===== src/rtl/reflet_dma.sv =====
// reflet_dma: block-copy engine with CPU-visible config registers and a bus initiator.
// One word moves per RD/CAP/WR triple; losing the grant rewinds the current word to RD.
module reflet_dma #(
  parameter int wordsize       = 16,
  parameter int base_addr_size = 16,
  parameter int base_addr      = 0
) (
  input  logic                      clk,
  input  logic                      reset,
  input  logic                      enable,
  input  logic [base_addr_size-1:0] addr,
  input  logic                      write_en,
  input  logic [wordsize-1:0]       data_in,
  output logic [wordsize-1:0]       data_out,
  output logic                      bus_req,
  input  logic                      bus_grant,
  output logic [wordsize-1:0]       m_addr,
  output logic                      m_write_en,
  output logic [wordsize-1:0]       m_data_out,
  input  logic [wordsize-1:0]       m_data_in,
  output logic                      interrupt
);
  // state | meaning
  // IDLE  | no transfer, initiator outputs 0
  // REQ   | bus requested, waiting for the first grant
  // RD    | source address presented
  // CAP   | source data valid, captured into buffer on the edge
  // WR    | buffer driven to destination, pointers advance on the edge
  typedef enum logic [2:0] {IDLE, REQ, RD, CAP, WR} state_t;
  state_t state, state_nxt;

  localparam logic [base_addr_size-1:0] base = base_addr_size'(base_addr);

  logic [base_addr_size-1:0] offset;
  logic                      hit, wr_hit, rd_hit, busy, start, step;
  logic [wordsize-1:0]       src, dst, len, buffer, ctrl_val;
  logic                      done, ie;

  assign offset    = addr - base;
  assign hit       = enable && (offset < base_addr_size'(4));
  assign wr_hit    = hit && write_en;
  assign rd_hit    = hit && !write_en;
  assign busy      = (state != IDLE);
  assign start     = wr_hit && (offset == '0) && data_in[0] && !busy;
  assign step      = (state == WR) && bus_grant;
  assign ctrl_val  = wordsize'({ie, done, busy, 1'b0});
  assign interrupt = done & ie;

  always_ff @(posedge clk or posedge reset) begin
    if (reset) state <= IDLE;
    else       state <= state_nxt;
  end

  always_comb begin
    state_nxt = state;
    case (state)
      IDLE:    if (start && len != '0) state_nxt = REQ;
      REQ:     if (bus_grant) state_nxt = RD;
      RD:      state_nxt = bus_grant ? CAP : RD;
      CAP:     state_nxt = bus_grant ? WR : RD;
      WR: begin
        if (bus_grant && len == wordsize'(1)) state_nxt = IDLE;
        else                                  state_nxt = RD;
      end
      default: state_nxt = IDLE;
    endcase
  end

  always_comb begin
    bus_req    = 1'b0;
    m_addr     = '0;
    m_write_en = 1'b0;
    m_data_out = '0;
    case (state)
      REQ: bus_req = 1'b1;
      RD, CAP: begin
        bus_req = 1'b1;
        if (bus_grant) m_addr = src;
      end
      WR: begin
        bus_req = 1'b1;
        if (bus_grant) begin
          m_addr     = dst;
          m_write_en = 1'b1;
          m_data_out = buffer;
        end
      end
      default: ;
    endcase
  end

  always_ff @(posedge clk or posedge reset) begin
    if (reset) begin
      src    <= '0;
      dst    <= '0;
      len    <= '0;
      done   <= 1'b0;
      ie     <= 1'b0;
      buffer <= '0;
    end else begin
      if (wr_hit && !busy) begin
        if (offset == base_addr_size'(1)) src <= data_in;
        if (offset == base_addr_size'(2)) dst <= data_in;
        if (offset == base_addr_size'(3)) len <= data_in;
      end
      if (wr_hit && offset == '0) begin
        ie <= data_in[3];
        if (!data_in[2]) done <= 1'b0;
      end
      if (start) done <= (len == '0);
      if (state == CAP && bus_grant) buffer <= m_data_in;
      // completion must win over a CPU clear landing on the same edge
      if (step) begin
        src <= src + wordsize'(1);
        dst <= dst + wordsize'(1);
        len <= len - wordsize'(1);
        if (len == wordsize'(1)) done <= 1'b1;
      end
    end
  end

  always_ff @(posedge clk or posedge reset) begin
    if (reset)       data_out <= '0;
    else if (rd_hit) begin
      case (offset[1:0])
        2'd0:    data_out <= ctrl_val;
        2'd1:    data_out <= src;
        2'd2:    data_out <= dst;
        default: data_out <= len;
      endcase
    end else         data_out <= '0;
  end
endmodule


===== config.mk =====
export PLATFORM = sky130hd
export DESIGN_NAME = reflet_dma
export DESIGN_NICKNAME = d
export VERILOG_FILES = /design/src/rtl/reflet_dma.sv
export SDC_FILE = /design/constraint.sdc
export NUM_CORES = 1
export LEC_CHECK = 0
export BUFFER_PORTS_ARGS = -buffer_cell sky130_fd_sc_hd__clkbuf_2
export CAP_MARGIN = 20
export CORE_MARGIN = 5
export CORE_UTILIZATION = 40
export DETAILED_ROUTE_END_ITERATION = 16
export HOLD_SLACK_MARGIN = 0.06
export PLACE_DENSITY_LB_ADDON = 0.25
export SYNTH_ARGS = -nofsm -noshare
export SYNTH_HDL_FRONTEND = slang
export SYNTH_SLANG_ARGS = --single-unit

===== constraint.sdc =====
create_clock -name clk -period 5.2 [get_ports clk]
set_input_delay 0.26 -clock clk [delete_from_list [all_inputs] [get_ports clk]]
set_output_delay 0.26 -clock clk [all_outputs]
set_load 0.05 [all_outputs]

After elaboration in Yosys (flattened, before gate mapping)
Cells that the tools add are included.
{ "op_classes": {"n_addsub": 3, "multipliers": 0, "div_mod_pow": 0, "n_lt_le_gt_ge": 1, "n_eq_ne": 12, "shift": 0, "muxes": 30, "bitwise_logic": 1, "reduce_logical": 29} }
{ "op_table": {"columns": ["operator", "count"], "rows": [
  ["2-to-1 mux 16 bit", 14],
  ["case mux 16 bit (3 select lines)", 1],
  ["adder 16 x 1 -> 16 bit (second input constant)", 2],
  ["equality test 16 x 1 -> 1 bit (second input constant)", 2],
  ["equality test 16 x 2 -> 1 bit (second input constant)", 2],
  ["zero test 16 bit", 2],
  ["case mux 16 bit (2 select lines)", 1],
  ["less-than comparator 16 x 3 -> 1 bit (second input constant)", 1],
  ["nonzero test 16 bit", 1],
  ["subtractor 16 x 1 -> 16 bit (second input constant)", 1],
  ["case mux 3 bit (5 select lines)", 1],
  ["logical AND 1 bit", 11],
  ["2-to-1 mux 1 bit", 9],
  ["2-to-1 mux 3 bit", 3],
  ["AND reduction 2 bit", 4],
  ["nonzero test 2 bit", 4],
  ["equality test 3 x 2 -> 1 bit (second input constant)", 2],
  ["!= test 2 bit (second input constant)", 2],
  ["OR reduction 4 bit", 1],
  ["equality test 3 x 1 -> 1 bit (second input constant)", 1],
  ["equality test 3 bit (second input constant)", 1],
  ["zero test 3 bit", 1],
  ["nonzero test 3 bit", 1],
  ["equality test 2 x 1 -> 1 bit (second input constant)", 1],
  ["6 further kinds", 7]
]} }
{ "word_totals": {"ff_bits": 85, "latchBits": 0, "mem_bits_rw": 0, "romBits": 0, "in_bits": 53, "out_inout_bits": 51, "word_cells": 84, "memories": 0} }

Depth between registers and ports, before layout
Gate-level depths: netlist of the first run.
{ "depth": {"depth_word": 9, "depth_mapped": 7, "ltp_nobuf": 6} }

Least setup slack after synthesis of the first run
OpenSTA, ideal clock, no wires.
{ "synth_timing": {"path_type": "register to output", "startpoint": "reg state[1]", "endpoint": "out m_data_out[10]", "arrival_time_ps": 2156, "t_required_ps": 4940, "setup_slack_ps": 2784, "path_stages_with_launch": 6, "path_buffers": 2, "path_cell_list": "dfrtp_1 nand4bb_1 clkinv_1 clkbuf_1 clkbuf_1 and2_1"} }
{ "synth_via": {"elab_chain_cells": 2} }
{ "synth_rtl": {"columns": ["item", "line_no", "text"], "rows": [
  ["from (decl)", "30", "state_t state, state_nxt;"],
  ["from (signal assigned)", "51", "else state <= state_nxt;"],
  ["equality test 3 bit", "74", "case (state)"],
  ["2-to-1 mux 16 bit", "74", null],
  ["to (decl)", "19", "output logic [wordsize-1:0] m_data_out,"]
]} }
No other way between the ends.

Worst setup path in the final report of the first run
{ "layout_timing": {"startpoint": "reg state[1]", "endpoint": "out m_addr[6]"} }
{ "layout_via": {"elab_chain_cells": 3, "elab_cells_between_ends": 5, "classes_between": "eq/ne: 3; mux: 1; reduce/logical: 1"} }
{ "layout_rtl": {"columns": ["item", "line_no", "text"], "rows": [
  ["equality test 3 x 2 -> 1 bit", "74", null],
  ["OR reduction 2 bit", "74", null],
  ["case mux 16 bit (2 select lines) (*)", "74", null],
  ["to (decl)", "17", "output logic [wordsize-1:0] m_addr,"]
]} }
Every way passes the cells marked *; elsewhere a longest branch is shown, timed or not.

==> metrics, run 1 <==
status finished, final reports clean; P_leak 2.90 nW; Clock Skew 9.09 ps; first-pass GRT wire length 24700 µm; nets 709; peak supply drop 113 µV; synthesized flop and latch total 85; Synth Instances 561; final wirelength 15400 µm; Post-synth EDFFs 0; CTS tree yes; Area contributors post-synth dfrtp_1 (44%), nand2_1 (6.7%), nor2_1 (4.5%); Skew-Pair Late Insertion Delay 350 ps; final worst slack 2490 ps; Post-CTS Resized 0; drt initial violations 320; Worst R2R End len[4]; DR top layer met4; delay-heaviest family, CP buffers and inverters; die width 120 µm; Post-Syn Area 4880 µm²; PwrDens 244 nW/µm²; Core ar. 12000 µm²; CTS Root Cell clkbuf_16; Netlist cell types 64; synth-to-layout area growth 20.0%; DRT Pass-1 Iters 5; Logic pwr share 4.9%; met3 wire len 1150 µm; WP data required 4940 ps; initial core utilization 40.8%; Buf/Inv on CP 4; total track usage 21.7%; vias per inst 5.93; Tmin final 2710 ps; Reg power frac 46.4%; DR DRC count 0; Max FO, Critical Path 61; top_reg_cell synth dfrtp_1; pre-CTS WS 2370 ps; fmax 369 MHz; total negative slack 0 ps; share of layout cells above drive strength 1 22.4%; Final ANT Viol Nets 0; Hold Startpoint m_data_in[0]; Async SR Flop Fraction 100%; Die ar. 14500 µm²; clock sinks 85; Avg WL per Cell 19.2 µm; largest net degree at the start of global routing 86; Die H 120 µm; metal1 wirelength 6620 µm; sw power 316 µW; Worst-path clk slew 60 ps; switching power share of the total 22.2%; Crit-path slowest cell buf_4; vias 4767; Ports 104; Worst Setup Start Kind register; critical path capture point type output port; RSZ-0062 raised after global routing false; slew margin rel. 45.6%; Ys Warns 0; actual slew at the worst max-slew pin 814 ps; max-slew violations 0; GRT Residual Overflow 0; Synth top cells by count nand2_1 (87), dfrtp_1 (85), nor2_1 (58); hold path depth 3; register area share after synthesis 43.6%; max incr delay on CP 510 ps; Worst path most repeated cell buf_4; TritonCTS Buffers 9; Yosys top cell by area dfrtp_1; top-count cell post-synth nand2_1; hpwl dp 11000 µm; internal power 1.11 mW; syn nets 618; number of port buffers 103; flop2flop setup slack 2640 ps; met2 wire len 7270 µm; diode count 0; Setup CP Type register to output port; post-synth top area share 43.6%; syn avg cell area 8.69 µm²; hold endpoint buffer[0]; Final period util 52.1%; vias in the first global route 4668; Setup Viol. Count Final 0; clock power share 48.7%; H-tree depth 3; FF-to-FF Start state[1]; GPL Wtd Cong 0.907; maximum clock path buffer count 2; initial antenna violation count 0; Min-Delay Path Class input port to register; maxcap violations 0; worst-path cell chain nand4bb_1 > buf_4 > clkinv_1 > buf_4 > a22o_1 > clkbuf_2; critical path arrival 2450 ps; R2R depth 8; row cnt 40; final hold violation count 0
-- per-layer routing --
layer  GRT usage [%]  up-vias
li1                -     2245
met1            29.3     2305
met2            34.8      191
met3            3.04       26
met4            9.42        0
met5               0        -
-- worst register-to-register path: stages (launching register included) --
cell       delay, ps
dfrtp_1          440
nand4bb_1        200
buf_4            250
clkinv_1         100
buf_4            510
nand2_1          290
or3_1            380
xor2_1           150
a21oi_1          150
-- power groups by stage --
stage                     logic, mW  registers (mW)  clock network [mW]
final                        0.0701           0.661               0.695
after global routing         0.0766           0.661               0.734
after CTS                    0.0672           0.661               0.713
after detailed placement     0.0669           0.674                   0
after global placement       0.0659           0.674                   0
after floorplan              0.0271           0.674                   0
-- sequential cells by signal (all words and copies together) (netlist names) --
name / flops
state: 3
done: 1
data_out: 16
dst: 16
buffer: 16
ie: 1
src: 16
len: 16
-- how the worst max path moves through the flow --
stage	to	from	slack [ps]	cells past startpoint
2_1_floorplan	buffer[0]	reset	2750	1
3_3_place_gp	dst[3]	addr[15]	2410	6
5_1_grt	m_addr[10]	state[1]	2400	7
3_5_place_dp	dst[9]	addr[15]	2370	6
4_1_cts	m_addr[6]	state[1]	2510	6
6_report	m_addr[6]	state[1]	2490	6
-- what timing repair did --
action	CTS	global route
hold endpoints to repair	0	17
hold buffers	0	1
setup buffers	0	0
-- stage by stage --
step                instance area (µm²)  instances  power (mW)  utilization, %  hold slack [ps]
detailed placement                 5500        786       0.741            46.0              454
global placement                   5500        786       0.740            46.0              450
global route                       5850        804        1.47            48.9              106
CTS                                5820        802        1.44            48.6             86.1
finish                             5850        804        1.43            48.9             98.6
floorplan                          4880        561       0.701               -              365
-- cell usage in the layout, fill, tap and decap left out, drive strengths merged, types with 4 or more instances in the layout --
cell / n
a211o: 7
a211oi: 8
a21oi: 24
a22o: 13
a22oi: 13
and2: 18
and3: 10
buf: 6
clkbuf: 114
clkinv: 5
dfrtp: 85
ha: 4
inv: 14
mux2: 12
nand2: 87
nand3: 25
nand4: 13
nor2: 59
nor2b: 6
nor3: 17
nor4: 11
o211ai: 6
o21ai: 25
or2: 4
or3: 7
or4: 9
-- kinds of logic (layout without fill, tap and decap cells) --
family	Yosys count	count (layout)	synth area share, %
AOI/OAI and AO/OA	129	129	18.5
buffers and inverters	47	143	3.69
and+or+nand+nor	275	275	27.9
muxes	17	17	4.57
DFF	85	85	43.6
adders and majority gates	4	4	1.03
xor gates and xnor gates	4	4	0.718
-- final cells by class --
| type | count | area, µm² |
|---|---|---|
| Sequential cell | 85 | 2130 |
| Fill cell | 1140 | 6110 |
| Clock buffer | 11 | 233 |
| Tap cell | 147 | 184 |
| Inverter | 17 | 65.1 |
| Timing Repair Buffer | 110 | 591 |
| Clock inverter | 5 | 85.1 |
| Multi-Input combinational cell | 429 | 2570 |
No activity file was read; power rests on OpenSTA's default activity.
==> run 2: changes to the inputs <==
==> constraint.sdc (replaced) <==
create_clock -name clk -period 2.5 [get_ports clk]
set_input_delay 0.125 -clock clk [delete_from_list [all_inputs] [get_ports clk]]
set_output_delay 0.125 -clock clk [all_outputs]
set_load 0.05 [all_outputs]
==> metrics, run 2 (synthesis results as in run 1) <==
layer with the highest usage met2; total negative slack 0 ps; fmax 426 MHz; Worst Setup Start Kind register; FF-to-FF Start len[4]; peak supply drop 340 µV; vias in the first global route 4922; final hold violation count 0; CTS tree yes; first-pass GRT wire length 25600 µm; Post-Layout Cell Count 836; PwrDens 476 nW/µm²; Cell Area, Placed 5650 µm²; P_leak 3.04 nW; GRT Residual Overflow 0; worst hold margin 86.7 ps; Final ANT Viol Nets 0; Pwr Total 2.92 mW; synth-to-layout area growth 25.9%; hpwl dp 11300 µm; actual slew at the worst max-slew pin 795 ps; status finished, final reports clean; maxcap violations 0; DR DRC count 0; clock sinks 85; Setup Viol. Count Final 0; Die H 120 µm; Final period util 93.9%; Worst-path clk slew 70 ps; CTS Root Cell clkbuf_16; Worst Setup SP state[1]; largest net degree at the start of global routing 45; met3 GRT Util 5.05%; critical path capture point type output port; final wirelength 15700 µm; Avg WL per Cell 18.8 µm; Skew-Pair Late Insertion Delay 350 ps; critical path depth 5; Worst R2R End len[13]; # Post-CTS Setup Buffers 0; WP data required 2380 ps; DRT Pass-1 Iters 5; Hold Startpoint data_in[14]; placed cells 801; slew margin rel. 47.0%; GPL Wtd Cong 0.882; flop2flop setup slack 190 ps; nets 741; max-slew violations 0; CP endpoint m_data_out[3]; share of layout cells above drive strength 1 23.5%; Finished Cell Area 6140 µm²; delay-heaviest family, CP buffers and inverters; total track usage 22.4%; initial antenna violation count 0; row cnt 40; most common cell after layout, fill and taps aside clkbuf_2; most frequent cells in the layout clkbuf_2 (103), nand2_1 (87), dfrtp_1 (85); RSZ-0062 raised after global routing false; met2 Use GR 35.8%; initial core utilization 40.8%; max incr delay on CP 450 ps; vias 4933; number of port buffers 103; Core ar. 12000 µm²; diode count 0; maximum clock path buffer count 2; worst-path cell chain nand4bb_1 > clkinv_1 > buf_4 > and2_1 > clkbuf_2; Min-Delay Path Class input port to register; Tmin final 2350 ps; R2R depth 5; Post-CTS Hold Buffers 19; Ports 104; Die ar. 14500 µm²; TritonCTS Buffers 9; vias per inst 5.90; met1 usage 30.5%; critical path arrival 2220 ps; Setup CP Type register to output port; H-tree depth 3; Clock Skew 10.2 ps; Post-CTS Resized 0; Max FO, Critical Path 24; Crit-path slowest cell dfrtp_1; drt initial violations 516; Buf/Inv on CP 3; die width 120 µm
## run 2: cell types whose count changed in the layout (fill, tap and decap cells not counted), sizes merged
cell,before,now
dlygate4sd3,1,19
buf,6,20
clkinv,5,6
bufinv,2,1
## run 2: final cells by class
cell class | count | area, µm²
Clock buffer | 11 | 243
Inverter | 17 | 65.1
Clock inverter | 5 | 60.1
Multi-Input combinational cell | 429 | 2570
Tap cell | 147 | 184
Timing Repair Buffer | 142 | 893
Fill cell | 1125 | 5820
Sequential cell | 85 | 2130
## run 2: how the worst min path moves through the flow
stage                        endpoint  cells past startpoint  slack, ps
final                         dst[14]                      3         90
after global placement    data_out[9]                      2        270
after detailed placement  data_out[7]                      2        270
after global routing           len[7]                      2         80
after CTS                      len[3]                      2         70
after floorplan             buffer[0]                      2        230
## run 2: metrics by stage
step | worst slack, ps | util [%]
final | 154 | 51.3
after global routing | 8.91 | 51.3
after CTS | 119 | 51.3
after detailed placement | 237 | 47.2
after global placement | 248 | 47.2
after floorplan | 182 | -
## run 2: routing by layer
layer / part of all wire [%] / routed length [µm] / vias up
li1: - / - / 2293
met1: 42 / 6530 / 2374
met2: 48 / 7580 / 238
met3: 8.1 / 1280 / 28
met4: 1.9 / 300 / 0
met5: 0 / 0 / -
## run 2: worst min-delay path, delay by kind of cell
kind	cells	cell delay (ps)
and+or+nand+nor	1	80
buffers and inverters	1	100
AOI/OAI and AO/OA	1	90
## run 2: where the power goes
part           leakage, nW  total, mW  switching [mW]  internal [mW]
logic                 1.74      0.166          0.0960         0.0698
registers             1.16       1.38        0.000395           1.38
clock network        0.146       1.38           0.575          0.804
